==> config.mk <==
export PLATFORM = sky130hd
export DESIGN_NAME = spawn_dispatcher_flat
export DESIGN_NICKNAME = d
export VERILOG_FILES = /design/src/rtl/spawn_dispatcher_if.sv /design/src/rtl/spawn_dispatcher.sv /design/src/flat_wrapper.sv
export SDC_FILE = /design/constraint.sdc
export NUM_CORES = 1
export LEC_CHECK = 0
export CAP_MARGIN = 20
export CORE_MARGIN = 2
export CORE_UTILIZATION = 45
export DETAILED_ROUTE_END_ITERATION = 7
export PLACE_DENSITY = 0.73
export SETUP_SLACK_MARGIN = 0.2
export SKIP_CTS_REPAIR_TIMING = 1
export SLEW_MARGIN = 10
export SYNTH_ARGS = -nofsm -noshare
export SYNTH_HDL_FRONTEND = slang
export SYNTH_SLANG_ARGS = --single-unit
==> constraint.sdc <==
create_clock -name clock -period 6.4 [get_ports clock]
set_clock_uncertainty 0.2 [all_clocks]
set_input_delay 1.6 -clock clock [delete_from_list [all_inputs] [get_ports clock]]
set_output_delay 1.6 -clock clock [all_outputs]
set_load 0.02 [all_outputs]
==> src/rtl/spawn_dispatcher_if.sv <==
// Bundle of the processor-array signals seen by the spawn dispatcher.
// master: dispatcher side (drives acks, starts, status); slave: processor-array side.
// Ports: RUN/TRIGGER_SPAWN/SPAWN_ADDR from processors; DISP_ACK/START/START_ADDR/ALL_IDLE/FIFO_COUNT back.
// Macro DISPATCH_STATS_EN adds SPAWN_TOTAL, START_TOTAL and FIFO_HWM.
interface spawn_dispatcher_if #(
    parameter int N_PROC = 4
);
    logic [N_PROC-1:0]   RUN;
    logic [N_PROC-1:0]   TRIGGER_SPAWN;
    logic [8*N_PROC-1:0] SPAWN_ADDR;
    logic [N_PROC-1:0]   DISP_ACK;
    logic [N_PROC-1:0]   START;
    logic [8*N_PROC-1:0] START_ADDR;
    logic                ALL_IDLE;
    logic [4:0]          FIFO_COUNT;
`ifdef DISPATCH_STATS_EN
    logic [15:0]         SPAWN_TOTAL;
    logic [15:0]         START_TOTAL;
    logic [4:0]          FIFO_HWM;
`endif

    modport master (
        input  RUN, TRIGGER_SPAWN, SPAWN_ADDR,
`ifdef DISPATCH_STATS_EN
        output SPAWN_TOTAL, START_TOTAL, FIFO_HWM,
`endif
        output DISP_ACK, START, START_ADDR, ALL_IDLE, FIFO_COUNT
    );

    modport slave (
        output RUN, TRIGGER_SPAWN, SPAWN_ADDR,
`ifdef DISPATCH_STATS_EN
        input  SPAWN_TOTAL, START_TOTAL, FIFO_HWM,
`endif
        input  DISP_ACK, START, START_ADDR, ALL_IDLE, FIFO_COUNT
    );
endinterface

==> src/rtl/spawn_dispatcher.sv <==
// Collects processor SPAWN requests into an address FIFO and starts idle processors at queued addresses.
// Latency: request ack on the next edge; START at the earliest one edge after the push (no bypass).
// Backpressure: a full FIFO withholds acks, so requesters stall until a pop frees a slot.
// Ports: clock, reset (sync, active-high), bus (spawn_dispatcher_if.master).
// Optional: DISPATCH_STATS_EN adds SPAWN_TOTAL, START_TOTAL, FIFO_HWM counters.
module spawn_dispatcher #(
    parameter int         N_PROC     = 4,
    parameter int         FIFO_DEPTH = 8,
    parameter logic [7:0] BOOT_ADDR  = 8'h00
) (
    input  logic                 clock,
    input  logic                 reset,
    spawn_dispatcher_if.master   bus
);

    localparam int PW = (N_PROC > 1) ? $clog2(N_PROC) : 1;
    localparam int AW = (FIFO_DEPTH > 1) ? $clog2(FIFO_DEPTH) : 1;

    typedef enum logic [1:0] {
        ST_BOOT,
        ST_RUNNING,
        ST_DONE
    } state_t;

    state_t              state_q, state_d;
    logic [N_PROC-1:0]   seen_q;
    logic [N_PROC-1:0]   ack_q;
    logic [N_PROC-1:0]   start_q, start_d;
    logic [8*N_PROC-1:0] start_addr_q;
    logic [4:0]          count_q;
    logic [AW-1:0]       wr_ptr_q, rd_ptr_q;
    logic [PW-1:0]       rr_ptr_q;
    logic                quiet_q;
    logic [7:0]          mem [FIFO_DEPTH];

    logic [N_PROC-1:0]   pending;
    logic [N_PROC-1:0]   idle;
    logic                pick_vld;
    logic [PW-1:0]       pick_idx;
    logic                disp_vld;
    logic [PW-1:0]       disp_idx;
    logic                push;
    logic                pop;
    logic                quiet;

    assign pending = bus.TRIGGER_SPAWN ^ seen_q;
    // START counts as busy: RUN only rises the cycle after the pulse.
    assign idle    = ~bus.RUN & ~start_q;
    assign quiet   = (count_q == 5'd0) && (pending == '0) && (bus.RUN == '0) && (start_q == '0);

    // Round-robin search starting just past the last granted requester.
    always_comb begin
        int idx;
        pick_vld = 1'b0;
        pick_idx = '0;
        idx      = 0;
        for (int k = 0; k < N_PROC; k++) begin
            idx = int'(rr_ptr_q) + k;
            if (idx >= N_PROC) idx = idx - N_PROC;
            if (!pick_vld && pending[idx]) begin
                pick_vld = 1'b1;
                pick_idx = PW'(idx);
            end
        end
    end

    // Lowest-numbered idle processor wins.
    always_comb begin
        disp_vld = 1'b0;
        disp_idx = '0;
        for (int i = N_PROC - 1; i >= 0; i--) begin
            if (idle[i]) begin
                disp_vld = 1'b1;
                disp_idx = PW'(i);
            end
        end
    end

    // Full test uses the pre-pop count: a pop never makes room for a push in the same cycle.
    assign push = pick_vld && (count_q < 5'(FIFO_DEPTH));

    // Next state and start pulses.
    always_comb begin
        state_d = state_q;
        start_d = '0;
        pop     = 1'b0;
        case (state_q)
            ST_BOOT: begin
                start_d[0] = 1'b1;
                state_d    = ST_RUNNING;
            end
            ST_RUNNING: begin
                if ((count_q != 5'd0) && disp_vld) begin
                    pop               = 1'b1;
                    start_d[disp_idx] = 1'b1;
                end
                // Two quiet cycles in a row so a halt racing a last spawn is not mistaken for completion.
                if (quiet && quiet_q) state_d = ST_DONE;
            end
            ST_DONE: begin
                if (pending != '0) state_d = ST_RUNNING;
            end
            default: state_d = ST_BOOT;
        endcase
    end

    always_ff @(posedge clock) begin
        if (reset) begin
            state_q      <= ST_BOOT;
            seen_q       <= bus.TRIGGER_SPAWN;
            ack_q        <= '0;
            start_q      <= '0;
            start_addr_q <= '0;
            count_q      <= 5'd0;
            wr_ptr_q     <= '0;
            rd_ptr_q     <= '0;
            rr_ptr_q     <= '0;
            quiet_q      <= 1'b0;
        end else begin
            state_q <= state_d;
            start_q <= start_d;
            quiet_q <= (state_q == ST_RUNNING) && quiet;

            if (state_q == ST_BOOT) start_addr_q[7:0] <= BOOT_ADDR;
            if (pop) begin
                start_addr_q[int'(disp_idx)*8 +: 8] <= mem[rd_ptr_q];
                rd_ptr_q <= rd_ptr_q + AW'(1);
            end

            if (push) begin
                wr_ptr_q         <= wr_ptr_q + AW'(1);
                seen_q[pick_idx] <= bus.TRIGGER_SPAWN[pick_idx];
                ack_q[pick_idx]  <= ~ack_q[pick_idx];
                rr_ptr_q         <= (pick_idx == PW'(N_PROC - 1)) ? '0 : pick_idx + PW'(1);
            end

            case ({push, pop})
                2'b10:   count_q <= count_q + 5'd1;
                2'b01:   count_q <= count_q - 5'd1;
                default: count_q <= count_q;
            endcase
        end
    end

    // Storage needs no reset; the pointers define what is valid.
    always_ff @(posedge clock) begin
        if (push) mem[wr_ptr_q] <= bus.SPAWN_ADDR[int'(pick_idx)*8 +: 8];
    end

    assign bus.DISP_ACK   = ack_q;
    assign bus.START      = start_q;
    assign bus.START_ADDR = start_addr_q;
    assign bus.ALL_IDLE   = (state_q == ST_DONE);
    assign bus.FIFO_COUNT = count_q;

`ifdef DISPATCH_STATS_EN
    logic [15:0] spawn_total_q;
    logic [15:0] start_total_q;
    logic [4:0]  fifo_hwm_q;

    always_ff @(posedge clock) begin
        if (reset) begin
            spawn_total_q <= '0;
            start_total_q <= '0;
            fifo_hwm_q    <= '0;
        end else begin
            if (push && (spawn_total_q != 16'hFFFF))          spawn_total_q <= spawn_total_q + 16'd1;
            if ((start_d != '0) && (start_total_q != 16'hFFFF)) start_total_q <= start_total_q + 16'd1;
            if (count_q > fifo_hwm_q)                          fifo_hwm_q    <= count_q;
        end
    end

    assign bus.SPAWN_TOTAL = spawn_total_q;
    assign bus.START_TOTAL = start_total_q;
    assign bus.FIFO_HWM    = fifo_hwm_q;
`endif

endmodule

==> src/flat_wrapper.sv <==
// flat-port wrapper written by rule: the top's interface ports become plain ports
module spawn_dispatcher_flat 
#(
    parameter int         N_PROC     = 4,
    parameter int         FIFO_DEPTH = 8,
    parameter logic [7:0] BOOT_ADDR  = 8'h00
)
  (clock, reset, bus_RUN, bus_TRIGGER_SPAWN, bus_SPAWN_ADDR, bus_DISP_ACK, bus_START, bus_START_ADDR, bus_ALL_IDLE, bus_FIFO_COUNT);
  spawn_dispatcher_if #(.N_PROC(N_PROC)) bus_i ();
  input  logic clock;
  input  logic reset;
  input wire logic [$bits(bus_i.RUN)-1:0] bus_RUN;
  input wire logic [$bits(bus_i.TRIGGER_SPAWN)-1:0] bus_TRIGGER_SPAWN;
  input wire logic [$bits(bus_i.SPAWN_ADDR)-1:0] bus_SPAWN_ADDR;
  output wire logic [$bits(bus_i.DISP_ACK)-1:0] bus_DISP_ACK;
  output wire logic [$bits(bus_i.START)-1:0] bus_START;
  output wire logic [$bits(bus_i.START_ADDR)-1:0] bus_START_ADDR;
  output wire logic [$bits(bus_i.ALL_IDLE)-1:0] bus_ALL_IDLE;
  output wire logic [$bits(bus_i.FIFO_COUNT)-1:0] bus_FIFO_COUNT;
  assign bus_i.RUN = bus_RUN;
  assign bus_i.TRIGGER_SPAWN = bus_TRIGGER_SPAWN;
  assign bus_i.SPAWN_ADDR = bus_SPAWN_ADDR;
  assign bus_DISP_ACK = bus_i.DISP_ACK;
  assign bus_START = bus_i.START;
  assign bus_START_ADDR = bus_i.START_ADDR;
  assign bus_ALL_IDLE = bus_i.ALL_IDLE;
  assign bus_FIFO_COUNT = bus_i.FIFO_COUNT;
  spawn_dispatcher #(.N_PROC(N_PROC), .FIFO_DEPTH(FIFO_DEPTH), .BOOT_ADDR(BOOT_ADDR)) u_core (.clock(clock), .reset(reset), .bus(bus_i));
endmodule
# Word-level counts from Yosys, hierarchy flattened
# Memory sizes are Yosys's and may differ from the RTL's. A register that Yosys moved wholly into a read port is not among the register bits.
# Index checks and enable logic that the tools add are counted.
[word_totals] ff_bits=60 latch_bits=0 mem_bits_rw=64 romBits=0 in_bits=42 output_inout_bits=46 word_cells=143 memories=1
[op_classes] add_sub_neg=13 mul=0 n_div=0 n_lt_le_gt_ge=13 n_eq_ne=7 shift=3 mux=61 bitwise_logic=7 n_reduce_logical=26
[mem_list] memory="u_core.mem" depth=8 word_bits=8 read_ports=1 rd_ports_with_merged_regs=1 write_ports=1 line="spawn_dispatcher.sv:34" source="logic [7:0] mem [FIFO_DEPTH];"
[op_table] operator="less-than comparator 32 x 4 -> 1 bit (second input constant)" n=4
[op_table] operator="2-to-1 mux 32 bit" n=4
[op_table] operator="greater-or-equal comparator 32 x 4 -> 1 bit (second input constant)" n=3
[op_table] operator="subtractor 32 x 4 -> 32 bit (second input constant)" n=3
[op_table] operator="negation 5 -> 33 bit" n=1
[op_table] operator="variable shift 8 x 33 -> 32 bit (first input constant)" n=1
[op_table] operator="variable part select 8 x 33 -> 32 bit" n=1
[op_table] operator="bitwise mux 32 bit" n=1
[op_table] operator="variable part select 32 x 6 -> 8 bit" n=1
[op_table] operator="2-to-1 mux 1 bit" n=25
[op_table] operator="2-to-1 mux 8 bit" n=3
[op_table] operator="2-to-1 mux 2 bit" n=11
[op_table] operator="binary-select mux 1 bit (select 2 bit)" n=6
[op_table] operator="logical AND 1 bit" n=12
[op_table] operator="zero test 4 bit" n=3
[op_table] operator="case mux 5 bit (2 select lines)" n=1
[op_table] operator="bitwise mux 4 bit" n=2
[op_table] operator="2-to-1 mux 4 bit" n=2
[op_table] operator="NOT 4 bit" n=2
[op_table] operator="adder 2 x 2 -> 3 bit (second input constant)" n=2
[op_table] operator="adder 3 x 1 -> 3 bit (second input constant)" n=2
[op_table] operator="equality test 2 bit (second input constant)" n=3
[op_table] operator="less-than comparator 2 x 3 -> 1 bit (second input constant)" n=2
[op_table] operator="2-to-1 mux 3 bit" n=2
[op_table] operator="24 further kinds" n=33

# Longest topological paths before layout
# Gate-level depths: netlist of run 1.
[logic_depth] word_depth=22 ltp_mapped=12 depth_no_buf=11

# Worst setup path before layout of run 1
# No wires, ideal clock.
[synth_path] path_kind="input to register" startpoint="input port bus_TRIGGER_SPAWN[3]" endpoint="register u_core.count_q[4], in the netlist u_core.bus.FIFO_COUNT[4]" arrival_ns=4.133 required_ns=6.077 slack_ns=1.944 stages=12 n_path_buf=1 cell_sequence="xor2_2 > o41a_1 > buf_2 > inv_2 > ha_1 > xor2_1 > ha_1 > o21a_1 > o221a_1 > or3_1 > a21oi_1 > mux2_1"
[synth_between] elab_chain_len=17 elab_cells_between_ends=28 cone_classes="eq/ne (2); mux (17); bitwise (1); reduce/logical (8)"
[synth_rtl] item="from (decl)" line="flat_wrapper.sv:13" source="input wire logic [$bits(bus_i.TRIGGER_SPAWN)-1:0] bus_TRIGGER_SPAWN;"
[synth_rtl] item="XOR 4 bit (*)" line="spawn_dispatcher.sv:46" source="assign pending = bus.TRIGGER_SPAWN ^ seen_q;"
[synth_rtl] item="binary-select mux 1 bit (select 2 bit)" line="spawn_dispatcher.sv:60" source="if (!pick_vld && pending[idx]) begin"
[synth_rtl] item="2-to-1 mux 1 bit (not written as such) (2 in series)" line="spawn_dispatcher.sv:60"
[synth_rtl] item="2-to-1 mux 1 bit" line="spawn_dispatcher.sv:60"
[synth_rtl] item="zero test 1 bit" line="spawn_dispatcher.sv:60"
[synth_rtl] item="logical AND 1 bit" line="spawn_dispatcher.sv:60"
[synth_rtl] item="2-to-1 mux 1 bit" line="spawn_dispatcher.sv:60"
[synth_rtl] item="zero test 1 bit" line="spawn_dispatcher.sv:60"
[synth_rtl] item="logical AND 1 bit" line="spawn_dispatcher.sv:60"
[synth_rtl] item="2-to-1 mux 1 bit" line="spawn_dispatcher.sv:60"
[synth_rtl] item="zero test 1 bit" line="spawn_dispatcher.sv:60"
[synth_rtl] item="logical AND 1 bit" line="spawn_dispatcher.sv:60"
[synth_rtl] item="2-to-1 mux 1 bit (*)" line="spawn_dispatcher.sv:60"
[synth_rtl] item="logical AND 1 bit (*)" line="spawn_dispatcher.sv:80" source="assign push = pick_vld && (count_q < 5'(FIFO_DEPTH));"
[synth_rtl] item="equality test 2 x 1 -> 1 bit or equality test 2 bit (tied branches)" line="spawn_dispatcher.sv:137" source="case ({push, pop})"
[synth_rtl] item="case mux 5 bit (2 select lines) or nonzero test 2 bit (tied branches)"
[synth_rtl] item="to (signal assigned)" line="spawn_dispatcher.sv:138" source="2'b10: count_q <= count_q + 5'd1;"
[synth_rtl] item="to (signal assigned)" line="spawn_dispatcher.sv:139" source="2'b01: count_q <= count_q - 5'd1;"
[synth_rtl] item="to (signal assigned)" line="spawn_dispatcher.sv:140" source="default: count_q <= count_q;"
[synth_rtl] item="to (decl)" line="spawn_dispatcher.sv:30" source="logic [4:0] count_q;"
# Every way passes the cells marked *; elsewhere a longest branch is shown, timed or not. The select of a mux whose other input is x is not followed.
# A chain may end at the register's enable or synchronous reset.

# Worst setup path after layout of run 1
[layout_path] startpoint="input port bus_TRIGGER_SPAWN[2]" endpoint="register u_core.count_q[4], in the netlist u_core.bus.FIFO_COUNT[4]"
# The elaborated chain is that of the path after synthesis.

==> run_results.csv, run 1 <==
group,metric,value,unit
final_layout,synthToLayoutAreaGrowth,27.6,%
hold_path,holdCritStartpoint,"u_core.bus.START_ADDR[25]",
power_and_ir_drop,p_clk_frac,0.271,
critical_path,reg2reg_slack,2.70,ns
logic_synthesis,ys_ff_latch,127,
place,place_inst,728,
logic_synthesis,syn_inst,485,
floorplanning,rows,41,
drt,vias,4195,
grt,overflow,0,
place,place_hpwl,9090,µm
power_and_ir_drop,share_comb_of_total_power,0.368,
sta,setup_viol,0,
critical_path,end_kind,"flip-flop",
logic_synthesis,ys_top_cells_by_count,"edfxtp_1 (68), dfxtp_1 (59), nand2_1 (41)",
power_and_ir_drop,power,0.00356,W
critical_path,crit_buf_inv,2,
logic_synthesis,async_reset_ff_frac,0,
logic_synthesis,yosysMostFrequentCell,"edfxtp_1",
clock_tree,clkSinkCount,127,
logic_synthesis,synth_edf_count,68,
floorplanning,die_w,118,µm
logic_synthesis,yosysTopAreaCellShare,0.346,
critical_path,r2r_end,"u_core.bus.FIFO_COUNT[4]",
critical_path,reg2reg_from,"u_core.seen_q[1]",
clock_tree,cts.clk_slew.worst_paths,0.05,ns
drt,routed_wl,13000,µm
critical_path,critPathKind,"input port to flip-flop",
drt,dr.pass1.iters,5,
logic_synthesis,synthDistinctLibCells,66,
power_and_ir_drop,switching_power,0.00122,W
clock_tree,insertion_delay,0.41,ns
logic_synthesis,synth.area.top_cells,"edfxtp_1 (35%), dfxtp_1 (20%), mux4_2 (6.1%)",
clock_tree,htreeDepth,4,
final_layout,drive_gt1_frac,0.149,
drt,drc,0,
floorplanning,core_area,0.0127,mm²
grt,grt_pass1_wl,20500,µm
hold_path,hold_path_class,"flip-flop to flip-flop",
power_and_ir_drop,p_leak,2.66,nW
logic_synthesis,netlist_area,0.00590,mm²
critical_path,worstPathRequired,6.49,ns
grt,grtUsageTotal,0.187,
clock_tree,root_buffer,"clkbuf_16",
run,cap_violations,0,
power_and_ir_drop,internal_power,0.00235,W
sta,tightest_slew,0.840,ns
power_and_ir_drop,ir_drop,0.000326,V
critical_path,cp_top_family,"compound AO/OA/AOI/OAI gates",
grt,grt_pass1_vias,4027,
sta,hold_viol,0,
final_layout,stdcell_count,761,
status,outcome,"finished clean",
logic_synthesis,yosysSeqAreaShare,0.546,
sta,timing.slew.headroom,0.435,
final_layout,final_core_util,0.592,
logic_synthesis,syn_nets,544,
critical_path,worst-path-max-fanout,10,
hold_path,hold_depth,2,
drt,wl_per_cell,17.1,µm
logic_synthesis,avgSynthCellArea,12.2,µm²
clock_tree,cts_tree,"done",
clock_tree,numCtsBuffers,17,
drt,ant_nets,0,
logic_synthesis,synth_area_leader_cell,"edfxtp_1",
critical_path,worst-r2r-cell-count,11,
critical_path,cp_slowest_stage_delay,0.53,ns
grt,antenna_found_initial,0,
sta,fin_crit_sh,0.782,
sta,fmax,200,MHz
sta,fin_crit,5.01,ns
place,portBuffers,87,
critical_path,slowest_stage,"clkdlybuf4s50_1",
logic_synthesis,synth_warnings,0,
power_and_ir_drop,p_sw_frac,0.342,
sta,fin_tns_setup,0,ns
final_layout,antenna_cells,0,
floorplanning,die_h,118,µm
power_and_ir_drop,power_density,473,mW/mm²
sta,slew_viol_final,0,
critical_path,cp-start-kind,"input port",
clock_tree,cts.path.max_buffers,2,
hold_path,min_delay_worst_endpoint,"u_core.bus.START_ADDR[25]",
sta,rsz0062_at_grt,"false",
drt,drt_iter0_drc,364,
critical_path,critical_path_arrival,5.10,ns
place,place_congestion,0.837,
drt,avgViaCountPerCell,5.51,
power_and_ir_drop,seq_power_share,0.361,
floorplanning,die-area,0.0140,mm²
grt,grt_max_degree,69,
logic_synthesis,synthFlopType,"edfxtp_1",
floorplanning,start_util,0.464,
final_layout,nets,635,
critical_path,crit_chain,"clkdlybuf4s50_1, xor2_1, o41a_1, inv_2, ha_1, xor2_1, ha_1, o21a_1, o221a_1, or3_1, a21oi_1, mux2_1",
floorplanning,pin_count,88,
[metal layers]
metal  track usage  routed length, µm  vias to the layer above
met4        0.0655                184                        0
met5             0                  0                        -
met2         0.322               6460                      156
li1              -                  -                     1992
met1         0.231               5610                     2026
met3        0.0410                733                       21
[layout make-up]
type	count	area [µm²]
multi-input combinational	319	2480
clock inverter	3	40.0
tap	172	215
fill	1056	5190
timing repair buffer	96	953
sequential	127	3220
inverter	15	56.3
clock buffer	29	564
[cell usage in the layout (no fill, tap or decap), types with 8 or more instances in the layout]
cell	instances
nand3_1	26
mux2_2	8
ha_1	17
nand2_1	41
a22oi_1	9
edfxtp_1	68
nor3_1	12
buf_4	8
clkdlybuf4s50_1	86
mux2i_1	26
clkbuf_16	20
mux4_2	16
a21oi_1	36
dfxtp_1	59
inv_1	13
nor2_1	37
[metrics by stage]
step,setup WS (ns),hold slack [ns],area [µm²]
after CTS,1.41,0.260,7500
after global routing,1.20,0.279,7530
after detailed placement,1.04,0.251,6900
final,1.39,0.263,7530
after floorplan,1.94,0.285,5900
after global placement,1.23,0.242,6890
[tightest hold or removal path, cell delays in order (launching register included)]
cell     delay (ns)
dfxtp_1        0.31
nand2_1        0.05
a21oi_1        0.05
[worst max path at each step]
stage,slack [ns],cells after the start,startpoint,to
after detailed placement,1.04,12,bus_TRIGGER_SPAWN[2],u_core.bus.FIFO_COUNT[4]
final,1.39,12,bus_TRIGGER_SPAWN[2],u_core.bus.FIFO_COUNT[4]
after CTS,1.41,12,bus_TRIGGER_SPAWN[2],u_core.bus.FIFO_COUNT[4]
after floorplan,1.94,12,bus_TRIGGER_SPAWN[3],u_core.bus.FIFO_COUNT[4]
after global routing,1.20,12,bus_TRIGGER_SPAWN[2],u_core.bus.FIFO_COUNT[4]
after global placement,1.23,12,bus_TRIGGER_SPAWN[2],u_core.bus.FIFO_COUNT[4]
[registers in the layout, summed over array words and instances (netlist names), named ones only]
| name | count |
|---|---|
| u_core.quiet_q | 1 |
| u_core.mem | 64 |
| u_core.wr_ptr_q | 3 |
| u_core.seen_q | 4 |
| u_core.rd_ptr_q | 3 |
| u_core.bus.FIFO_COUNT | 5 |
| u_core.bus.START | 4 |
| u_core.bus.DISP_ACK | 4 |
| u_core.rr_ptr_q | 2 |
| u_core.state_q | 2 |
| u_core.bus.START_ADDR | 32 |
[power groups by stage]
stage               combinational [W]  sequential (W)  clock, W
floorplan                    0.000964         0.00127         0
global placement              0.00122         0.00130         0
detailed placement            0.00128         0.00132         0
CTS                           0.00129         0.00130  0.000969
global route                  0.00143         0.00131   0.00100
finish                        0.00131         0.00129  0.000964
[cells by family (layout without fill, tap and decap cells)]
family / after synthesis / count (layout) / share of synthesized area
compound gates: 82 / 82 / 0.105
simple gates: 156 / 156 / 0.132
xor+xnor: 13 / 13 / 0.0231
flops: 127 / 127 / 0.546
buf+inv: 39 / 143 / 0.0348
mux: 51 / 51 / 0.122
fa+ha+maj: 17 / 17 / 0.0361
Note: power is estimated with default switching activity, not from simulation.
==> run 2, diff against run 1 <==
==> constraint.sdc (replaced) <==
create_clock -name clock -period 4.81 [get_ports clock]
set_clock_uncertainty 0.2 [all_clocks]
set_input_delay 1.2025 -clock clock [delete_from_list [all_inputs] [get_ports clock]]
set_output_delay 1.2025 -clock clock [all_outputs]
set_load 0.02 [all_outputs]
==> run 2 against run 1 <==
Compared with the run above:
- via count decreased by 1.9%
- worst hold slack got worse by 0.010 ns
- worst setup slack got worse by 0.92 ns
- sequential share of layout area decreased by 0.35 points
- count of clock-buffer cells in the layout decreased by 12
- cell count increased by 0.66%
- wire length decreased by 2.2%
- sequential cell count unchanged
- core utilization increased by 0.48 points
- first-iteration DRC count increased by 12%
- final area increased by 0.81%
- largest power group unchanged
==> run_results.csv, run 2 (synthesis results as in run 1) <==
group,metric,value,unit
status,outcome,"finished clean",
floorplanning,die_h,118,µm
power_and_ir_drop,power,0.00479,W
critical_path,cp_slowest_stage_delay,0.53,ns
critical_path,crit_buf_inv,2,
final_layout,final_cell_mix,"clkdlybuf4s50_1 (86), edfxtp_1 (68), dfxtp_1 (59)",
final_layout,nets,640,
sta,fin_crit,4.33,ns
clock_tree,cts.clk_slew.worst_paths,0.06,ns
place,portBuffers,87,
critical_path,cp-start-kind,"input port",
sta,slew_viol_final,0,
final_layout,antenna_cells,0,
drt,drt_iter0_drc,407,
drt,dr.pass1.iters,4,
critical_path,end_kind,"flip-flop",
critical_path,worst-path-max-fanout,8,
drt,ant_nets,0,
sta,setup_viol,0,
critical_path,slowest_stage,"clkdlybuf4s50_1",
power_and_ir_drop,power_density,631,mW/mm²
clock_tree,clkSinkCount,127,
drt,vias,4116,
hold_path,hold_path_class,"flip-flop to flip-flop",
grt,grtUsageTotal,0.187,
clock_tree,htreeDepth,4,
critical_path,cp_top_family,"compound AO/OA/AOI/OAI gates",
grt,overflow,0,
power_and_ir_drop,p_leak,2.69,nW
critical_path,worstPathRequired,4.91,ns
critical_path,cp_common_cell,"ha_1",
power_and_ir_drop,p_clk_frac,0.283,
drt,routed_wl,12700,µm
clock_tree,cts_tree,"done",
place,place_congestion,0.830,
final_layout,drive_gt1_frac,0.165,
final_layout,synthToLayoutAreaGrowth,28.7,%
drt,wl_per_cell,16.6,µm
sta,rsz0062_at_grt,"false",
power_and_ir_drop,seq_power_share,0.357,
sta,tightest_slew,0.855,ns
drt,drc,0,
final_layout,top_register,"u_core.mem",
floorplanning,core_area,0.0127,mm²
power_and_ir_drop,internal_power,0.00315,W
final_layout,nFillCells,1038,
power_and_ir_drop,switching_power,0.00164,W
final_layout,largest_register_ff_count,64,
drt,avgViaCountPerCell,5.37,
grt,grt_pass1_wl,20700,µm
sta,fin_crit_sh,0.901,
clock_tree,root_buffer,"clkbuf_16",
sta,hold_viol,0,
sta,fin_tns_setup,0,ns
run,cap_violations,0,
critical_path,critPathKind,"input port to flip-flop",
clock_tree,cts.path.max_buffers,2,
grt,grt_max_degree,69,
floorplanning,rows,41,
place,place_hpwl,8770,µm
power_and_ir_drop,share_comb_of_total_power,0.360,
sta,fmax,231,MHz
floorplanning,pin_count,88,
floorplanning,die-area,0.0140,mm²
critical_path,critical_path_arrival,4.43,ns
clock_tree,insertion_delay,0.41,ns
power_and_ir_drop,p_sw_frac,0.342,
critical_path,crit_chain,"clkdlybuf4s50_1, xor2_2, o41a_1, inv_2, ha_1, xor2_1, ha_1, o21a_1, o221a_1, or3_1, a21oi_1, mux2_1",
clock_tree,numCtsBuffers,17,
grt,grt_pass1_vias,4186,
power_and_ir_drop,ir_drop,0.000555,V
grt,antenna_found_initial,0,
final_layout,layout_commonest_cell,"clkdlybuf4s50_1",
floorplanning,die_w,118,µm
sta,timing.slew.headroom,0.425,
floorplanning,start_util,0.464,
==> run 2: cell count changes in the layout (fill, tap and decap cells not counted), sizes merged <==
| cell | previous run | this run |
|---|---|---|
| buf | 10 | 15 |
| bufinv | 1 | 4 |
| clkbuf | 29 | 17 |
| clkinv | 2 | 4 |
| clkinvlp | 0 | 3 |
| inv | 15 | 19 |
==> run 2: path summary, 6_finish.rpt <==
check / endpoint / cells after the start / slack, ns / startpoint
hold / removal: u_core.bus.START_ADDR[13] / 2 / 0.25 / u_core.bus.START_ADDR[13]
setup / recovery: u_core.bus.FIFO_COUNT[4] / 12 / 0.48 / bus_TRIGGER_SPAWN[1]
setup reg to reg: u_core.bus.FIFO_COUNT[4] / 11 / 1.21 / u_core.bus.FIFO_COUNT[1]
hold reg to reg: u_core.bus.START_ADDR[13] / 2 / 0.25 / u_core.bus.START_ADDR[13]
==> run 2: tightest hold or removal path, cell delays in order, from the launching register on <==
cell and delay (ns):
dfxtp_1 0.31, nand2_1 0.05, a21oi_1 0.05
==> run 2: routing by layer <==
layer  vias to the layer above  share of wire  track usage
li1                       2005              -            -
met1                      1944           0.41        0.224
met2                       146           0.50        0.321
met3                        21          0.071       0.0502
met4                         0          0.021       0.0759
met5                         -              0            0
==> run 2: layout make-up <==
type,instances,area (µm²),share of cell area
clock buffer,17,425,0.0561
clock inverter,15,209,0.0275
inverter,15,56.3,0.00742
multi-input combinational,319,2470,0.325
sequential,127,3220,0.425
tap,172,215,0.0284
timing repair buffer,101,991,0.131
==> run 2: power by group through the flow <==
stage	Sequential, W	Clock, W	Combinational [W]
detailed placement	0.00175	0	0.00169
CTS	0.00173	0.00137	0.00171
global placement	0.00173	0	0.00165
global route	0.00174	0.00143	0.00189
finish	0.00171	0.00135	0.00172
floorplan	0.00169	0	0.00128
==> run 2: per-stage QoR <==
stage | cells | setup slack [ns] | hold WS [ns] | instance area, µm² | utilization
2_1_floorplan | 485 | 0.751 | 0.285 | 5900 | -
3_3_place_gp | 732 | 0.203 | 0.243 | 6920 | 0.544
3_5_place_dp | 732 | 0.0601 | 0.248 | 6920 | 0.544
4_1_cts | 764 | 0.498 | 0.255 | 7550 | 0.594
5_1_grt | 766 | 0.327 | 0.281 | 7590 | 0.597
6_report | 766 | 0.477 | 0.253 | 7590 | 0.597
